**src/rtl/seg14_scan_decoder.sv**
```systemverilog
// Scan-bus monitor for 14-segment multiplexed displays: decodes each digit pattern,
// checks scan order and commits complete frames into a readable character store.
module seg14_scan_decoder #(
  parameter int DIGITS = 12,
  parameter int SEGW   = 14
) (
`ifdef USE_POWER_PINS
  inout  wire              vdd,
  inout  wire              vss,
`endif
  input  logic              clk,
  input  logic              rst,
  input  logic [DIGITS-1:0] sel_in,
  input  logic [SEGW-1:0]   segm_in,
  input  logic              clr_err,
  input  logic [3:0]        rd_addr,
  output logic [3:0]        rd_char,
  output logic              frame_valid,
  output logic              frame_stb,
  output logic [7:0]        frame_count,
  output logic              err_sel,
  output logic              err_char,
  output logic              err_order
);

  localparam int IW = (DIGITS > 1) ? $clog2(DIGITS) : 1;

  typedef enum logic {HUNT = 1'b0, TRACK = 1'b1} state_t;

  state_t            state_reg, state_next;
  logic [IW-1:0]     expected_reg, expected_next;
  logic [IW-1:0]     last_reg, last_next;
  logic [DIGITS-1:0] sel_reg;
  logic [SEGW-1:0]   segm_reg;
  logic              frame_stb_reg, frame_valid_reg;
  logic [7:0]        frame_count_reg;
  logic              err_sel_reg, err_char_reg, err_order_reg;
  logic [3:0]        rd_char_reg;

  logic              onehot, multihot;
  logic [IW-1:0]     k_idx;
  logic [3:0]        code;
  logic              bad_pat;
  logic              wr_en, commit, ev_order;
  logic [3:0]        capture_w   [DIGITS];
  logic [3:0]        committed_w [DIGITS];

  // Select classification and bit-position of a one-hot select.
  always_comb begin
    onehot   = (sel_reg != '0) && ((sel_reg & (sel_reg - DIGITS'(1))) == '0);
    multihot = (sel_reg != '0) && !onehot;
    k_idx    = '0;
    for (int i = 0; i < DIGITS; i++) begin
      if (sel_reg[i]) k_idx = IW'(i);
    end
  end

  always_comb begin
    code    = 4'd15;
    bad_pat = 1'b0;
    case (segm_reg)
      14'b00000000000000: code = 4'd0;
      14'b10011110000000: code = 4'd1;
      14'b10001110000000: code = 4'd2;
      14'b00011100000000: code = 4'd3;
      14'b11111100000000: code = 4'd4;
      14'b11001111000100: code = 4'd5;
      14'b10110111000000: code = 4'd6;
      14'b10000000010010: code = 4'd7;
      14'b01111100000000: code = 4'd8;
      default:            bad_pat = 1'b1;
    endcase
  end

  always_comb begin
    state_next    = state_reg;
    expected_next = expected_reg;
    last_next     = last_reg;
    wr_en         = 1'b0;
    commit        = 1'b0;
    ev_order      = 1'b0;
    if (multihot) begin
      state_next    = HUNT;
      expected_next = '0;
    end else if (onehot) begin
      case (state_reg)
        HUNT: begin
          if (k_idx == '0) begin
            wr_en         = 1'b1;
            expected_next = IW'(1);
            last_next     = '0;
            state_next    = TRACK;
          end
        end
        TRACK: begin
          if (k_idx == last_reg) begin
            wr_en = 1'b1;
          end else if (k_idx == expected_reg) begin
            wr_en     = 1'b1;
            last_next = k_idx;
            if (k_idx == IW'(DIGITS - 1)) begin
              commit        = 1'b1;
              expected_next = '0;
              state_next    = HUNT;
            end else begin
              expected_next = k_idx + IW'(1);
            end
          end else begin
            // Out-of-order digit; a digit 0 doubles as the start of a fresh frame.
            ev_order      = 1'b1;
            expected_next = '0;
            state_next    = HUNT;
            if (k_idx == '0) begin
              wr_en         = 1'b1;
              expected_next = IW'(1);
              last_next     = '0;
              state_next    = TRACK;
            end
          end
        end
        default: state_next = HUNT;
      endcase
    end
  end

  // Commit copies the capture plus the digit being written on the same edge.
  generate
    for (genvar gi = 0; gi < DIGITS; gi++) begin : g_buf
      logic [3:0] cap_reg, com_reg;
      always_ff @(posedge clk or posedge rst) begin
        if (rst) begin
          cap_reg <= '0;
          com_reg <= '0;
        end else begin
          if (wr_en && (k_idx == IW'(gi))) cap_reg <= code;
          if (commit) com_reg <= (wr_en && (k_idx == IW'(gi))) ? code : cap_reg;
        end
      end
      assign capture_w[gi]   = cap_reg;
      assign committed_w[gi] = com_reg;
    end
  endgenerate

  always_ff @(posedge clk or posedge rst) begin
    if (rst) begin
      state_reg       <= HUNT;
      expected_reg    <= '0;
      last_reg        <= '0;
      sel_reg         <= '0;
      segm_reg        <= '0;
      frame_stb_reg   <= 1'b0;
      frame_valid_reg <= 1'b0;
      frame_count_reg <= '0;
      err_sel_reg     <= 1'b0;
      err_char_reg    <= 1'b0;
      err_order_reg   <= 1'b0;
      rd_char_reg     <= '0;
    end else begin
      sel_reg         <= sel_in;
      segm_reg        <= segm_in;
      state_reg       <= state_next;
      expected_reg    <= expected_next;
      last_reg        <= last_next;
      frame_stb_reg   <= commit;
      frame_valid_reg <= frame_valid_reg | commit;
      frame_count_reg <= frame_count_reg + {7'd0, commit};
      err_sel_reg     <= (err_sel_reg & ~clr_err) | multihot;
      err_char_reg    <= (err_char_reg & ~clr_err) | (wr_en & bad_pat);
      err_order_reg   <= (err_order_reg & ~clr_err) | ev_order;
      rd_char_reg     <= (rd_addr < 4'(DIGITS)) ? committed_w[rd_addr[IW-1:0]] : 4'd0;
    end
  end

  assign rd_char     = rd_char_reg;
  assign frame_valid = frame_valid_reg;
  assign frame_stb   = frame_stb_reg;
  assign frame_count = frame_count_reg;
  assign err_sel     = err_sel_reg;
  assign err_char    = err_char_reg;
  assign err_order   = err_order_reg;

  // Partial capture is observable only through commits; keep it visible for debug taps.
  logic unused_cap;
  assign unused_cap = ^{capture_w[0]};

endmodule

```
**config.mk**
```make
export PLATFORM = sky130hd
export DESIGN_NAME = seg14_scan_decoder
export DESIGN_NICKNAME = d
export VERILOG_FILES = /design/src/rtl/seg14_scan_decoder.sv
export SDC_FILE = /design/constraint.sdc
export NUM_CORES = 1
export LEC_CHECK = 0
export ABC_AREA = 1
export BUFFER_PORTS_ARGS = -buffer_cell sky130_fd_sc_hd__buf_2
export CORE_UTILIZATION = 55
export DETAILED_ROUTE_END_ITERATION = 7
export PLACE_DENSITY = 0.79
export SYNTH_ARGS = -nofsm -noshare
export SYNTH_HDL_FRONTEND = slang
export SYNTH_SLANG_ARGS = --single-unit
```
**constraint.sdc**
```tcl
create_clock -name clk -period 4.34 [get_ports clk]
set_input_delay 0.434 -clock clk [delete_from_list [all_inputs] [get_ports clk]]
set_output_delay 0.434 -clock clk [all_outputs]
set_load 0.01 [all_outputs]
```
==> results of run 1 <==
-- cell families (layout without fill, tap and decap cells) --
group,after synthesis,count (layout),share of synthesized area
AOI/OAI and AO/OA,72,72,0.0560
xor gates and xnor gates,6,6,0.00740
adders and majority gates,6,6,0.0106
buffers and inverters,136,190,0.0782
DFF,148,148,0.521
and+or+nand+nor,494,494,0.326
-- metrics by stage --
step | std cells | hold WS (ns) | setup slack, ns | total power [mW] | util
2_1_floorplan | 862 | 0.444 | 1.46 | 1.52 | -
3_3_place_gp | 1056 | 0.452 | 1.03 | 1.56 | 0.593
3_5_place_dp | 1056 | 0.460 | 0.948 | 1.56 | 0.593
5_1_grt | 1088 | 0.0923 | 0.437 | 3.20 | 0.643
4_1_cts | 1088 | 0.0961 | 0.872 | 3.12 | 0.643
6_report | 1088 | 0.104 | 0.849 | 3.10 | 0.643
-- layer usage --
| metal | GRT usage | up-vias | part of all wire |
|---|---|---|---|
| li1 | - | 2888 | - |
| met1 | 0.346 | 2739 | 0.45 |
| met2 | 0.405 | 199 | 0.46 |
| met3 | 0.0586 | 28 | 0.069 |
| met4 | 0.101 | 0 | 0.019 |
| met5 | 0 | - | 0 |
-- synth_stat cells (3+ instances only) --
library cell and instances:
a21oi_1 19, buf_2 12, nand3_1 73, nand2_1 204
xor2_1 3, and2_1 48, ha_1 6, nor2_1 81
o22ai_1 5, nor2_2 4, clkbuf_1 18, buf_6 3
nand4_1 63, o21ai_0 35, o32ai_1 3, inv_2 11
inv_1 90, nor3_1 6, xnor2_1 3, o211ai_1 3
dfrtp_1 148, nand2_2 4
-- power groups by stage --
stage	Clock [mW]	Combinational, mW	Sequential, mW
floorplan	0	0.0859	1.43
global placement	0	0.130	1.43
detailed placement	0	0.131	1.43
CTS	1.58	0.132	1.41
global route	1.64	0.150	1.41
finish	1.56	0.131	1.41
-- how the worst max path moves through the flow --
stage | startpoint | endpoint | cells past startpoint
after CTS | sel_reg[2] | g_buf[0].com_reg[3] | 22
after detailed placement | sel_reg[2] | g_buf[0].com_reg[1] | 22
after floorplan | sel_reg[2] | frame_count[6] | 22
after global routing | sel_reg[2] | g_buf[0].com_reg[3] | 22
final | sel_reg[2] | g_buf[0].com_reg[3] | 22
after global placement | sel_reg[1] | g_buf[0].com_reg[0] | 21
-- cell type report --
type / count / area share
flip-flops and latches: 148 / 0.456
multi-input cells: 578 / 0.350
clock buffers: 24 / 0.0593
inverters: 101 / 0.0472
repair buffers: 57 / 0.0422
well taps: 172 / 0.0265
clock inverters: 8 / 0.0180
-- worst max-delay path, stage by stage, from the launching register on --
cell,delay [ns]
dfrtp_1,0.37
inv_1,0.05
nand2_1,0.05
nand2_1,0.04
nand2_1,0.05
nand2_1,0.04
nand2_1,0.05
nand2_1,0.05
nand2_1,0.05
nand2_1,0.04
nand2_1,0.13
nand2_1,0.16
inv_1,0.14
ha_1,0.16
inv_1,0.06
nor2_1,0.58
nor2_1,0.14
nand2_2,0.44
buf_12,0.26
nand3_1,0.19
nand2_1,0.16
nand3_1,0.10
nand2_1,0.10
==> out/qor.txt, run 1 <==
R2R cell count -> 22
RSZ-0062 raised after global routing -> no
Final net count -> 942
GPL Wtd Cong -> 0.873
R2R setup slack -> 0.85 ns
Post-synth EDFFs -> 0
Distinct cells, synth -> 36
Slew @ Worst Pin -> 0.807 ns
Minimum clock period -> 3.49 ns
Yosys top cell area share -> 0.521
CTS tree -> built
Final ANT Viol Nets -> 0
Sw Pwr -> 656 uW
Seq/Total Area, Yosys -> 0.521
Power Dens Cells -> 382 mW/mm2
Dpl cell area -> 0.00749 mm2
Largest area contributor in the netlist -> dfrtp_1
Syn_nets -> 901
#FFs+latches synth -> 148
Post-synth ARST share -> 1.00
Die H -> 116 um
DP HPWL -> 9.66 mm
Site row count -> 41
Status -> completed
Synth warn -> 0
Internal power -> 2.44 mW
Final setup fails -> 0
Register Area -> 0.00370 mm2
R2R Path Start -> sel_reg[2]
Clk buf depth -> 2
CTS root buf -> clkbuf_16
Clock-pin slew on the worst setup and hold paths -> 0.06 ns
Final WL -> 15.4 mm
CTS H-Tree Depth -> 4
Area grow syn2layout -> 14.3%
Sequential share of power -> 0.454
Global route overflow -> 0
Chip width -> 116 um
Clock power frac -> 0.503
Initial antenna violation count -> 0
Multi-input gate area -> 0.00284 mm2
Fill count -> 1086
# DRC -> 0
Initial Utilization -> 0.563
Vias in the first global route -> 5521
Most frequent cells in the layout -> nand2_1, dfrtp_1, inv_1
Ant diodes -> 0
Critical Path AT -> 3.85 ns
Setup Crit Path Kind -> register to register
Avg Inst Size Synth -> 8.24 um2
Post-CTS Resized -> 0
Startpoint class of the critical path -> register
Gate Count Post-Synth -> 862
Clk Latency, worst-skew pair -> 0.43 ns
Critical path fanouts, max -> 35
Die ar. -> 0.0134 mm2
Leak -> 4.25 nW
Critical R2R Capture -> g_buf[0].com_reg[3]
Tcrit/Tclk final -> 0.804
Worst hold endpoint -> sel_reg[4]
1st-iter DRT viols -> 515
Required time of the critical path -> 4.70 ns
Routed via count -> 5854
Combinational Power Share -> 0.042
HP Class -> input port to register
Slew Viols, Final -> 0
Layout cells sized above 1 -> 0.121
GRT Total Usage -> 0.257
Hold_buf cts -> 0
Pre-Repair DR Iteration Count -> 5
Hold Crit Start -> sel_in[4]
Mapped cell area -> 0.00710 mm2
Fmax -> 286 MHz
Top cells by area, synth -> dfrtp_1, nand2_1, nand4_1
IO Pins -> 50
CP Capture Type -> register
Max-Cap Viols -> 0
TritonCTS Buffers -> 17
WHS Path Cells -> 1
Rel. slew slack -> 0.461
DR WL/cell -> 14.2 um
First-pass GRT wire length -> 26.1 mm
Largest net degree at the start of global routing -> 149
Commonest non-fill, non-tap cell in the layout -> nand2_1
Clk sinks -> 148
Dominant synthesized flop cell -> dfrtp_1
Core ar. -> 0.0126 mm2
Final Instance Area -> 0.00812 mm2
Count of final hold-check violations -> 0
DR vias/cell -> 5.38
Switching share of power -> 0.212
Number of setup buffers added after CTS -> 0
TNS Setup -> 0 ns
Maximum vdd ir drop -> 0.000294 V
I/O Buffers -> 49
Setup Skew -> 0.00762 ns
(Power assumes the default switching activity.)
==> run 2, diff against run 1 <==
--- a/config.mk
+++ b/config.mk
@@ -5,11 +5,11 @@
 export SDC_FILE = /design/constraint.sdc
 export NUM_CORES = 1
 export LEC_CHECK = 0
-export ABC_AREA = 1
+export ABC_AREA = 0
 export BUFFER_PORTS_ARGS = -buffer_cell sky130_fd_sc_hd__buf_2
-export CORE_UTILIZATION = 55
+export CORE_UTILIZATION = 54
 export DETAILED_ROUTE_END_ITERATION = 7
-export PLACE_DENSITY = 0.79
+export PLACE_DENSITY = 0.78
 export SYNTH_ARGS = -nofsm -noshare
 export SYNTH_HDL_FRONTEND = slang
 export SYNTH_SLANG_ARGS = --single-unit
==> constraint.sdc (replaced) <==
create_clock -name clk -period 2.8 [get_ports clk]
set_input_delay 0.28 -clock clk [delete_from_list [all_inputs] [get_ports clk]]
set_output_delay 0.28 -clock clk [all_outputs]
set_load 0.01 [all_outputs]
==> run 2 against run 1 <==
  * Sequential power grew 50%
  * Utilization increased by 10 points
  * Count of clock-buffer cells in the layout decreased by 7
  * Clock skew hardly changed
  * Final area rose by 11%
  * Non-clock buffer count is 103 higher
  * Highest routed layer unchanged
  * The flow now finishes with violations (negative setup slack)
  * Combinational power increased by 110%
  * Synthesized cell count decreased by 41%
  * Power increased by 51%
  * Sequential cell count down 4
==> out/qor.txt, run 2 <==
Site row count -> 40
Combinational Power Share -> 0.059
Initial antenna violation count -> 0
Seq/Total Area, Yosys -> 0.534
Die H -> 114 um
Max stage delay on crit path -> 0.57 ns
Clk Latency, worst-skew pair -> 0.43 ns
Total chip power -> 4.69 mW
Mapped cell area -> 0.00675 mm2
Multi-input gate area -> 0.00325 mm2
DR WL/cell -> 20.3 um
1st-iter DRT viols -> 323
CTS root buf -> clkbuf_16
WP buf/inv -> 1
Internal power -> 3.57 mW
Dominant synthesized flop cell -> dfrtp_1
First-pass GRT wire length -> 26.1 mm
Startpoint class of the critical path -> register
Final ANT Viol Nets -> 0
Synth warn -> 0
Power Dens Cells -> 519 mW/mm2
Count of final hold-check violations -> 0
Initial Utilization -> 0.557
Die ar. -> 0.0129 mm2
Largest area contributor in the netlist -> dfrtp_1
IO Pins -> 50
Final WS setup -> -0.0913 ns
Rel. slew slack -> 0.567
Syn_nets -> 547
Clock-pin slew on the worst setup and hold paths -> 0.06 ns
Maximum vdd ir drop -> 0.000477 V
Setup Skew -> 0.00793 ns
CTS H-Tree Depth -> 4
Tcrit/Tclk final -> 1.03
Chip width -> 114 um
Layout cells sized above 1 -> 0.449
Required time of the critical path -> 3.11 ns
Clk buf depth -> 2
Pre-Repair DR Iteration Count -> 5
RSZ-0062 raised after global routing -> yes
Post-synth top cells -> dfrtp_1, mux2_4, mux2_2
Distinct cells, synth -> 80
Crit path cell chain -> or4_4 -> a2111oi_4 -> o21a_1 -> o21a_2 -> nand4_1 -> nor3_2 -> ha_2 -> and4_1 -> buf_4 -> nand2_1 -> xnor2_1
Gate Count Post-Synth -> 508
Failing checks -> negative setup slack
Setup Crit Path Kind -> register to register
GPL Wtd Cong -> 0.926
Final WL -> 17.2 mm
Critical path fanouts, max -> 4
CP Capture Type -> register
Critical path origin -> sel_reg[0]
#FFs+latches synth -> 144
Most frequent cell after synthesis -> dfrtp_1
Register Area -> 0.00360 mm2
Fmax -> 346 MHz
Status -> complete, but fails checks
Max-Cap Viols -> 0
Top cells by area, synth -> dfrtp_1, mux2_4, mux2_2
Minimum clock period -> 2.89 ns
Leak -> 4.25 nW
HP Class -> input port to register
Slew Viols, Final -> 0
Clock power frac -> 0.489
Crit-path leading delay family -> simple AND/OR/NAND/NOR gates
Clk sinks -> 144
Largest net degree at the start of global routing -> 45
Fin util -> 0.746
DR vias/cell -> 5.92
Switching share of power -> 0.238
# DRC -> 0
GRT Total Usage -> 0.267
Fill count -> 755
CTS tree -> built
CP max stage cell -> or4_4
Core ar. -> 0.0121 mm2
Hold Crit Start -> clr_err
Post-synth EDFFs -> 0
Ant diodes -> 0
Yosys top cell area share -> 0.534
Sequential share of power -> 0.453
Global route overflow -> 0
Final setup fails -> 20
R2R Path Start -> sel_reg[0]
Routed via count -> 5012
Commonest non-fill, non-tap cell in the layout -> dfrtp_1
Critical Path AT -> 3.20 ns
Area grow syn2layout -> 33.8%
Post-synth ARST share -> 1.00
Final net count -> 705
I/O Buffers -> 49
Sw Pwr -> 1.12 mW
Slew @ Worst Pin -> 0.648 ns
Avg Inst Size Synth -> 13.3 um2
Most frequent cells in the layout -> dfrtp_1, buf_4, buf_2
Largest register FFs -> 48
TritonCTS Buffers -> 17
Vias in the first global route -> 5029
DP HPWL -> 10.8 mm
## run 2: per-stage QoR
step / setup TNS [ns] / cells / instance area, um2 / setup WS (ns) / hold WS, ns
after floorplan: -0.137 / 508 / 6810 / -0.0700 / 0.311
after global placement: -0.0116 / 763 / 7630 / -0.0116 / 0.387
after detailed placement: -0.410 / 763 / 7630 / -0.114 / 0.389
after CTS: -0.214 / 827 / 8570 / -0.0921 / 0.0621
after global routing: -5.96 / 847 / 9030 / -0.245 / 0.0788
final: -0.917 / 847 / 9030 / -0.0913 / 0.0740
## run 2: cell type report
class	instances	share of cell area
Inverter	9	0.00416
Sequential cell	144	0.399
Tap cell	168	0.0233
Clock buffer	17	0.0471
Multi-Input combinational cell	334	0.359
Clock inverter	15	0.0195
Timing Repair Buffer	160	0.147
## run 2: cells by family after synthesis
family / count (synthesis) / share of synthesized area
AOI/OAI and AO/OA: 88 / 0.0986
adders and majority gates: 7 / 0.0126
DFF: 144 / 0.534
and+or+nand+nor: 138 / 0.131
buffers and inverters: 30 / 0.0254
xor gates and xnor gates: 14 / 0.0182
muxes: 87 / 0.180
## run 2: final timing paths
| check | to | slack, ns | cells after the start |
|---|---|---|---|
| setup / recovery | frame_count[5] | -0.09 | 11 |
| hold / removal | err_char | 0.07 | 2 |
| setup reg to reg | frame_count[5] | -0.09 | 11 |
| hold reg to reg | frame_valid | 0.48 | 1 |
| max in group asynchronous | last_reg[2] | 1.63 | 4 |
| min in group asynchronous | frame_count[6] | 0.50 | 3 |
## run 2: what timing repair did
item	CTS	global route
pin swaps	9	20
hold buffers	27	0
hold endpoints to repair	49	0
gates resized for setup	6	52
setup endpoints to repair	28	86
gates cloned	0	4
setup buffers	5	16
## run 2: power by group through the flow
stage	registers (mW)	clock network (mW)	logic (mW)
floorplan	2.15	0	0.118
global placement	2.16	0	0.217
detailed placement	2.16	0	0.223
CTS	2.12	2.32	0.257
global route	2.12	2.40	0.297
finish	2.12	2.29	0.274
## run 2: per-layer routing
metal	wire, um	vias to the layer above	track usage
met2	8740	200	0.452
li1	-	2237	-
met5	0	-	0
met1	7030	2541	0.341
met4	471	0	0.0970
met3	958	34	0.0569
